<file path="config.mk">
export PLATFORM = sky130hd
export DESIGN_NAME = mpdmac_fifo_ctrl
export DESIGN_NICKNAME = d
export VERILOG_FILES = /design/src/rtl/mpdmac_fifo_pkg.sv /design/src/rtl/mpdmac_fifo_mem.sv /design/src/rtl/mpdmac_fifo_ctrl.sv
export SDC_FILE = /design/constraint.sdc
export NUM_CORES = 1
export LEC_CHECK = 0
export CORE_ASPECT_RATIO = 0.5
export CORE_MARGIN = 4
export CORE_UTILIZATION = 45
export CTS_BUF_LIST = sky130_fd_sc_hd__clkbuf_4 sky130_fd_sc_hd__clkbuf_8
export DETAILED_ROUTE_END_ITERATION = 10
export PLACE_DENSITY_LB_ADDON = 0.25
export SLEW_MARGIN = 0
export SYNTH_ARGS = -nofsm -noshare
export SYNTH_HDL_FRONTEND = slang
export SYNTH_SLANG_ARGS = --single-unit
</file>
<file path="constraint.sdc">
create_clock -name clk -period 4.8 [get_ports clk]
set_input_delay 0.48 -clock clk [delete_from_list [all_inputs] [get_ports clk]]
set_output_delay 0.48 -clock clk [all_outputs]
set_load 0.05 [all_outputs]
</file>
<file path="src/rtl/mpdmac_fifo_pkg.sv">
// Shared types and helpers for the multi-port DMAC data FIFO.
package mpdmac_fifo_pkg;

  function automatic int fifo_cnt_w(input int depth);
    return $clog2(depth) + 1;
  endfunction

  typedef struct packed {
    logic full;
    logic afull;
    logic empty;
    logic aempty;
    logic ovf;
    logic udf;
  } fifo_status_t;

endpackage

</file>
<file path="src/rtl/mpdmac_fifo_mem.sv">
// 1W1R register-array storage for the DMAC FIFO; asynchronous (show-ahead) read port.
module mpdmac_fifo_mem #(
  parameter int DEPTH      = 16,
  parameter int DATA_WIDTH = 32,
  parameter int AW         = $clog2(DEPTH)
) (
  input  logic                  clk,
  input  logic                  we_i,
  input  logic [AW-1:0]         waddr_i,
  input  logic [DATA_WIDTH-1:0] wdata_i,
  input  logic [AW-1:0]         raddr_i,
  output logic [DATA_WIDTH-1:0] rdata_o
);

  logic [DATA_WIDTH-1:0] mem_q [DEPTH];

  // NOTE: storage has no reset; the pointers alone decide which words are valid,
  // and leaving the array unreset lets it map onto plain flops or LUT-RAM.
  always_ff @(posedge clk) begin
    if (we_i) mem_q[waddr_i] <= wdata_i;
  end

  assign rdata_o = mem_q[raddr_i];

endmodule

</file>
<file path="src/rtl/mpdmac_fifo_ctrl.sv">
// Per-channel DMAC data FIFO: pointers, occupancy, threshold flags, sticky errors.
// Optional high-watermark output hwm_o is enabled by defining MPDMAC_FIFO_STATS_EN.
module mpdmac_fifo_ctrl
  import mpdmac_fifo_pkg::*;
#(
  parameter int FIFO_DEPTH = 16,
  parameter int DATA_WIDTH = 32,
  parameter int CNT_W      = fifo_cnt_w(FIFO_DEPTH)
) (
  input  logic                  clk,
  input  logic                  rst_n,
  input  logic                  flush_i,
  input  logic [CNT_W-1:0]      afull_thr_i,
  input  logic [CNT_W-1:0]      aempty_thr_i,
  input  logic                  wren_i,
  input  logic [DATA_WIDTH-1:0] wdata_i,
  output logic                  full_o,
  output logic                  afull_o,
  input  logic                  rden_i,
  output logic [DATA_WIDTH-1:0] rdata_o,
  output logic                  empty_o,
  output logic                  aempty_o,
  output logic [CNT_W-1:0]      count_o,
  input  logic                  err_clr_i,
`ifdef MPDMAC_FIFO_STATS_EN
  output logic [CNT_W-1:0]      hwm_o,
`endif
  output logic                  ovf_o,
  output logic                  udf_o
);

  localparam int AW = CNT_W - 1;

  logic [CNT_W-1:0] wr_ptr_q, wr_ptr_d;
  logic [CNT_W-1:0] rd_ptr_q, rd_ptr_d;
  logic [CNT_W-1:0] count_q, count_d;
  fifo_status_t     st_q, st_d;
  logic             wr_acc, rd_acc;

  // NOTE: every always_comb output gets a default at the top, so no path can
  // leave it unassigned and infer a latch.
  always_comb begin
    wr_acc   = wren_i & ~st_q.full  & ~flush_i;
    rd_acc   = rden_i & ~st_q.empty & ~flush_i;
    wr_ptr_d = wr_ptr_q + CNT_W'(wr_acc);
    rd_ptr_d = rd_ptr_q + CNT_W'(rd_acc);
    if (flush_i) begin
      wr_ptr_d = '0;
      rd_ptr_d = '0;
    end
    // Pointers wrap modulo 2*FIFO_DEPTH == 2**CNT_W, so the difference is the occupancy.
    count_d     = wr_ptr_d - rd_ptr_d;
    st_d.full   = (wr_ptr_d[CNT_W-1] != rd_ptr_d[CNT_W-1]) &&
                  (wr_ptr_d[AW-1:0] == rd_ptr_d[AW-1:0]);
    st_d.empty  = (wr_ptr_d == rd_ptr_d);
    st_d.afull  = (count_d >= afull_thr_i);
    st_d.aempty = (count_d <= aempty_thr_i);
    // Set beats clear; a flush cycle never flags an error.
    st_d.ovf    = (wren_i & st_q.full  & ~flush_i) | (st_q.ovf & ~err_clr_i);
    st_d.udf    = (rden_i & st_q.empty & ~flush_i) | (st_q.udf & ~err_clr_i);
  end

  // NOTE: sequential state uses non-blocking assignments so every register
  // samples its pre-edge inputs regardless of statement order.
  always_ff @(posedge clk or negedge rst_n) begin
    if (!rst_n) begin
      wr_ptr_q <= '0;
      rd_ptr_q <= '0;
      count_q  <= '0;
      // count 0 is <= any unsigned threshold, so aempty is always set out of reset.
      st_q     <= '{full: 1'b0, afull: 1'b0, empty: 1'b1, aempty: 1'b1,
                    ovf: 1'b0, udf: 1'b0};
    end else begin
      wr_ptr_q <= wr_ptr_d;
      rd_ptr_q <= rd_ptr_d;
      count_q  <= count_d;
      st_q     <= st_d;
    end
  end

`ifdef MPDMAC_FIFO_STATS_EN
  logic [CNT_W-1:0] hwm_q, hwm_d;

  always_comb begin
    hwm_d = (count_d > hwm_q) ? count_d : hwm_q;
    if (flush_i || err_clr_i) hwm_d = count_d;
  end

  always_ff @(posedge clk or negedge rst_n) begin
    if (!rst_n) hwm_q <= '0;
    else        hwm_q <= hwm_d;
  end

  assign hwm_o = hwm_q;
`endif

  mpdmac_fifo_mem #(
    .DEPTH      (FIFO_DEPTH),
    .DATA_WIDTH (DATA_WIDTH),
    .AW         (AW)
  ) u_mem (
    .clk     (clk),
    .we_i    (wr_acc),
    .waddr_i (wr_ptr_q[AW-1:0]),
    .wdata_i (wdata_i),
    .raddr_i (rd_ptr_q[AW-1:0]),
    .rdata_o (rdata_o)
  );

  assign full_o   = st_q.full;
  // A zero threshold is met even by an empty FIFO, including straight out of reset.
  assign afull_o  = st_q.afull | (afull_thr_i == '0);
  assign empty_o  = st_q.empty;
  assign aempty_o = st_q.aempty;
  assign count_o  = count_q;
  assign ovf_o    = st_q.ovf;
  assign udf_o    = st_q.udf;

endmodule

</file>
==> results of run 1 <==
==> cells by family after synthesis <==
| group | synth area share [%] |
|---|---|
| fa+ha+maj | 1.16 |
| buf+inv | 1.82 |
| simple gates | 1.93 |
| mux | 13.1 |
| flops | 75.5 |
| xor+xnor | 0.416 |
| compound gates | 6.04 |
==> cell usage after synthesis (2+ instances only) <==
cell      count  area share (%)
a21o_1        2           0.071
a21oi_1      37            0.88
a221oi_1      2           0.083
a221oi_2     30             2.1
a22oi_1      32             1.1
buf_1         5           0.089
buf_2        13            0.31
buf_4        15            0.53
buf_6         5            0.27
clkbuf_1     17            0.30
dfrtp_1      19             2.3
dfstp_2       2            0.25
edfxtp_1    512              73
ha_1         18             1.1
inv_1        18            0.32
mux2_2       32             1.7
mux2i_1      96             4.6
mux4_2       64             6.8
nand2_1      35            0.62
nand2b_1      6            0.18
nand3_1       4           0.095
nand3b_1      4            0.14
nand4_1       2           0.059
nor2_1       19            0.34
nor2b_1       6            0.18
nor3_1        5            0.12
o21ai_0      48             1.1
o21ai_1      20            0.48
xnor2_1       2           0.083
xor2_1        8            0.33
==> final timing paths <==
| check | slack, ns | from | end | depth (start not counted) |
|---|---|---|---|---|
| max in group asynchronous | 3.74 | rst_n | rd_ptr_q[0] | 1 |
| hold reg to reg | 0.54 | udf_o | udf_o | 2 |
| hold / removal | 0.37 | rst_n | count_o[0] | 1 |
| min in group clk | 0.44 | err_clr_i | ovf_o | 2 |
| setup / recovery | 0.77 | rd_ptr_q[2] | rdata_o[0] | 6 |
| setup reg to reg | 1.47 | rd_ptr_q[2] | aempty_o | 10 |
==> routing by layer <==
layer	up-vias	GRT usage, %
met4	0	4.36
li1	4730	-
met1	5615	26.1
met5	-	0
met2	289	29.6
met3	66	3.32
==> sequential cells by signal (all words and copies together), names as in the netlist <==
name / flops
empty_o: 1
count_o: 5
ovf_o: 1
wr_ptr_q: 5
rd_ptr_q: 5
udf_o: 1
full_o: 1
u_mem.mem_q: 512
st_q: 1
aempty_o: 1
==> layout by cell type, fill, tap and decap left out, types with 12 or more instances in the layout <==
cell type and count:
buf_4 27, mux4_2 64, nand2_1 35, clkbuf_8 80, clkinv_1 18, dfrtp_1 16
mux2_2 32, mux2i_1 96, clkbuf_4 31, nor2_4 12, a221oi_2 30, a22oi_1 32
o21ai_0 48, clkdlybuf4s50_1 85, a21oi_1 37, inv_1 18, o21ai_1 20, edfxtp_1 512
ha_1 18
==> power breakdown <==
part	internal, mW	switching [mW]	total, mW	leakage [nW]
registers	5.13	0.0180	5.15	4.89
logic	0.219	0.326	0.545	2.06
clock network	1.85	1.68	3.53	0.801
total	7.21	2.02	9.23	7.75
==> through the flow <==
step                area (um^2)  std cells  setup WS (ns)  total power [mW]
floorplan                 21100       1087          0.728              5.59
global placement          22900       1781           1.04              5.79
detailed placement        22900       1781          0.863              5.80
CTS                       24400       1924          0.694              9.32
global route              24400       1924          0.556              9.58
finish                    24400       1924          0.771              9.23
==> cell type report <==
| class | count | area [um^2] | share of cell area [%] |
|---|---|---|---|
| clock buffer | 111 | 1330 | 5.46 |
| clock inverter | 32 | 178 | 0.728 |
| multi-input combinational | 481 | 4890 | 20.0 |
| inverter | 18 | 67.6 | 0.277 |
| tap | 627 | 785 | 3.21 |
| timing repair buffer | 122 | 1250 | 5.13 |
| sequential | 533 | 15900 | 65.2 |
==> results.yml, run 1 <==
detailed_routing:
  drcViolationCount: 0
  routed.top_layer: "met4"
  first_pass_iters: 5
  wire_per_inst_um: 24.0
  m1WireLength_um: 21000
  drt_iter0_drc: 843
  viasPerCell: 5.56
  drtAntennaViolNets: 0
  wl_um: 46300
  wl_met2_um: 22300
  num_vias: 10700
  wl_met3_um: 2260
finish:
  fillers: 3584
  area_growth_pct: 16.0
  postLayoutCoreUtil_pct: 53.4
  diodes: 0
  drive_above_1_share_pct: 24.3
  nNetsFinal: 1301
synth:
  synth_edf_count: 512
  synth_seq_cells: 533
  ys_warn_count: 0
  ys.flop_type: "edfxtp_1"
  seq_area_frac_synth_pct: 75.5
  netlist_area_mm2: 0.0211
  ys_types: 39
  syn-num-nets: 1154
  avgSynthCellArea_um2: 19.4
  synthArstFlopShare_pct: 3.94
  syn_inst: 1087
die:
  die_area_mm2: 0.0505
  ios: 91
  start_util_pct: 46.1
  die_height_um: 161
  core_area_mm2: 0.0457
  fp.dieW_um: 314
  rows: 55
place:
  port_buffers: 90
  dp_hpwl_um: 24900
  globalplace.congestion: 0.742
sta:
  hold_viol: 0
  fin_skew_ns: 0.0158
  clock.fmax_mhz: 248
  slew_violations: 0
  tightest_slew_ns: 0.941
  period_share_pct: 83.9
  hold_slack_ns: 0.372
  slew_headroom_pct: 37.2
  final-setup-viol-count: 0
  period_minus_slack_ns: 4.03
  rsz0062_at_grt: "no"
  setup_tns_ns: 0
setup_path:
  required_ns: 4.32
  crit_family: "buffers and inverters"
  critPathKind: "reg2out"
  worstPathMaxFanout: 48
  critPathLaunchType: "flop"
  cp_num_buf_inv: 2
  critPathCaptureType: "primary output"
  cp_data_arrival_time_ns: 3.55
  cpPeakStageDelay_ns: 0.73
  critPathSlowestCell: "clkdlybuf4s50_1"
  crit_path_cell_trace: "nor2b_4, buf_12, a221oi_1, a22oi_1, nand2_1, clkdlybuf4s50_1"
flow_run:
  drv_cap: 0
clock_tree:
  cts-hold-fix-buffers: 0
  clkLatencyLatePin_ns: 0.63
  cts_tree: "done"
  cts_buffers: 78
  cts_root_buf: "clkbuf_8"
  cts.path.max_buffers: 3
  post-cts-setup-buffer-count: 0
  clkSinkCount: 533
  cts_resized: 0
  htreeDepth: 3
  clk_pin_slew_worst_paths_ns: 0.06
pwr:
  vdd_ir_drop_max_v: 0.000211
  p_per_area_mw_per_mm2: 378
  leakagePower_nw: 7.75
global_route:
  grt_overflow: 0
  grt_antenna_before_repair: 0
  grt_usage_pct: 18.3
  grt_max_degree: 53
  grt_pass1_wl_um: 68800
  grt_pass1_vias: 11100
outcome:
  status: "complete, no violations"
worst_hold_path:
  hold_path.class: "in2async"
Note: power is estimated with default switching activity, not from simulation.
==> run 2, diff against run 1 <==
==> constraint.sdc (replaced) <==
create_clock -name clk -period 3.7 [get_ports clk]
set_input_delay 0.37 -clock clk [delete_from_list [all_inputs] [get_ports clk]]
set_output_delay 0.37 -clock clk [all_outputs]
set_load 0.05 [all_outputs]
==> run 2 against run 1 <==
Against the previous run: setup slack got worse by 0.55 ns; critical path depth did not move; flip-flop and latch count did not move; clock power rose by 28%; core utilization fell by 0.16 points; design area fell by 0.30%; combinational power rose by 30%; clock-buffer cell count rose by 2.
==> results.yml, run 2 (synthesized netlist as in run 1, its figures left out) <==
clock_tree:
  clk_pin_slew_worst_paths_ns: 0.06
  cts_tree: "done"
  cts_root_buf: "clkbuf_8"
  post-cts-setup-buffer-count: 0
  cts.path.max_buffers: 3
  cts-hold-fix-buffers: 0
  htreeDepth: 3
  clkSinkCount: 533
  cts_buffers: 77
  cts_resized: 0
  clkLatencyLatePin_ns: 0.62
sta:
  final-setup-viol-count: 0
  rsz0062_at_grt: "no"
  period_share_pct: 93.9
  slew_headroom_pct: 37.8
  setup_tns_ns: 0
  period_minus_slack_ns: 3.47
  hold_slack_ns: 0.277
  fin_skew_ns: 0.0153
  hold_viol: 0
  tightest_slew_ns: 0.931
  clock.fmax_mhz: 288
  slew_violations: 0
global_route:
  use_met1_pct: 26.6
  grt_pass1_vias: 11300
  top_usage_layer: "met2"
  grt_overflow: 0
  grt_max_degree: 101
  use_met2_pct: 30.0
  gr-usage-met3_pct: 3.14
  grt_antenna_before_repair: 0
  grt_usage_pct: 18.6
  grt_pass1_wl_um: 70200
setup_path:
  cp_num_buf_inv: 3
  crit_path_cell_trace: "buf_4, buf_4, mux4_2, a22oi_1, nand2_1, buf_4"
  critPathSlowestCell: "buf_4"
  crit_top_cell: "buf_4"
  cp_data_arrival_time_ns: 3.10
  critPathCaptureType: "primary output"
  crit_family: "buffers and inverters"
  cpPeakStageDelay_ns: 0.62
  critPathLaunchType: "flop"
  critPathKind: "reg2out"
  required_ns: 3.33
  worstPathMaxFanout: 38
die:
  core_area_mm2: 0.0457
  fp.dieW_um: 314
  start_util_pct: 46.1
  die_area_mm2: 0.0505
  die_height_um: 161
  rows: 55
  ios: 91
pwr:
  power_mw: 11.9
  p_per_area_mw_per_mm2: 490
  leakagePower_nw: 7.76
  vdd_ir_drop_max_v: 0.000223
finish:
  final_common_cell: "edfxtp_1"
  diodes: 0
  area_growth_pct: 15.6
  final_cell_mix: "edfxtp_1 (512), mux2i_1 (96), clkbuf_8 (83)"
  postLayoutCoreUtil_pct: 53.3
  largest_reg_flops: 512
  drive_above_1_share_pct: 26.3
  regMostFlops: "u_mem.mem_q"
  stdcell_area_mm2: 0.0243
  nNetsFinal: 1305
detailed_routing:
  drt_iter0_drc: 1026
  wire_per_inst_um: 24.4
  wl_um: 47000
  viasPerCell: 5.64
  drtAntennaViolNets: 0
  num_vias: 10900
  drcViolationCount: 0
  first_pass_iters: 5
place:
  dp_hpwl_um: 24900
  port_buffers: 90
  dpl-instance-area_mm2: 0.0229
  globalplace.congestion: 0.799
outcome:
  status: "complete, no violations"
worst_hold_path:
  hold_path.class: "in2async"
flow_run:
  drv_cap: 0
run 2: report_power, final:
group / total [mW] / internal [mW] / switching (mW) / leakage, nW
Combinational: 0.711 / 0.277 / 0.434 / 2.08
Clock: 4.53 / 2.37 / 2.16 / 0.790
Sequential: 6.68 / 6.66 / 0.0193 / 4.89
Total: 11.9 / 9.31 / 2.61 / 7.76
run 2: cell type report:
cell class / instances / area (um^2)
clock buffers: 113 / 1370
clock inverters: 28 / 125
fillers: 3571 / 21300
inverters: 18 / 67.6
multi-input cells: 481 / 4920
flip-flops and latches: 533 / 15900
well taps: 627 / 785
repair buffers: 127 / 1170
run 2: final timing paths:
check                               to         from  cells past startpoint  slack [ns]
max in group asynchronous  rd_ptr_q[1]        rst_n                      1        2.74
hold / removal              count_o[0]        rst_n                      1        0.28
setup reg to reg              aempty_o  wr_ptr_q[0]                     12        0.57
min in group clk                 ovf_o    err_clr_i                      2        0.34
hold reg to reg                  udf_o        udf_o                      2        0.53
setup / recovery            rdata_o[0]  rd_ptr_q[1]                      6        0.23
run 2: worst register-to-register path, stage by stage (launching register included):
cell and delay, ns:
dfrtp_1 0.56, ha_1 0.33, ha_1 0.27, nor2b_1 0.29, ha_1 0.31, a21o_1 0.18, a21oi_1 0.17, xnor2_1 0.21
ha_1 0.31, inv_1 0.09, a21oi_1 0.05, o21a_1 0.17, o22ai_1 0.13
run 2: routing by layer:
metal,vias up,share of wire [%]
met4,0,1.7
li1,4729,-
met2,340,48
met3,63,5.5
met5,-,0
met1,5736,45
run 2: stage by stage:
| step | std cells | worst slack (ns) |
|---|---|---|
| 4_1_cts | 1927 | 0.145 |
| 6_report | 1927 | 0.225 |
| 2_1_floorplan | 1087 | 0.500 |
| 3_5_place_dp | 1786 | 0.172 |
| 3_3_place_gp | 1786 | 0.354 |
| 5_1_grt | 1927 | 0.0958 |
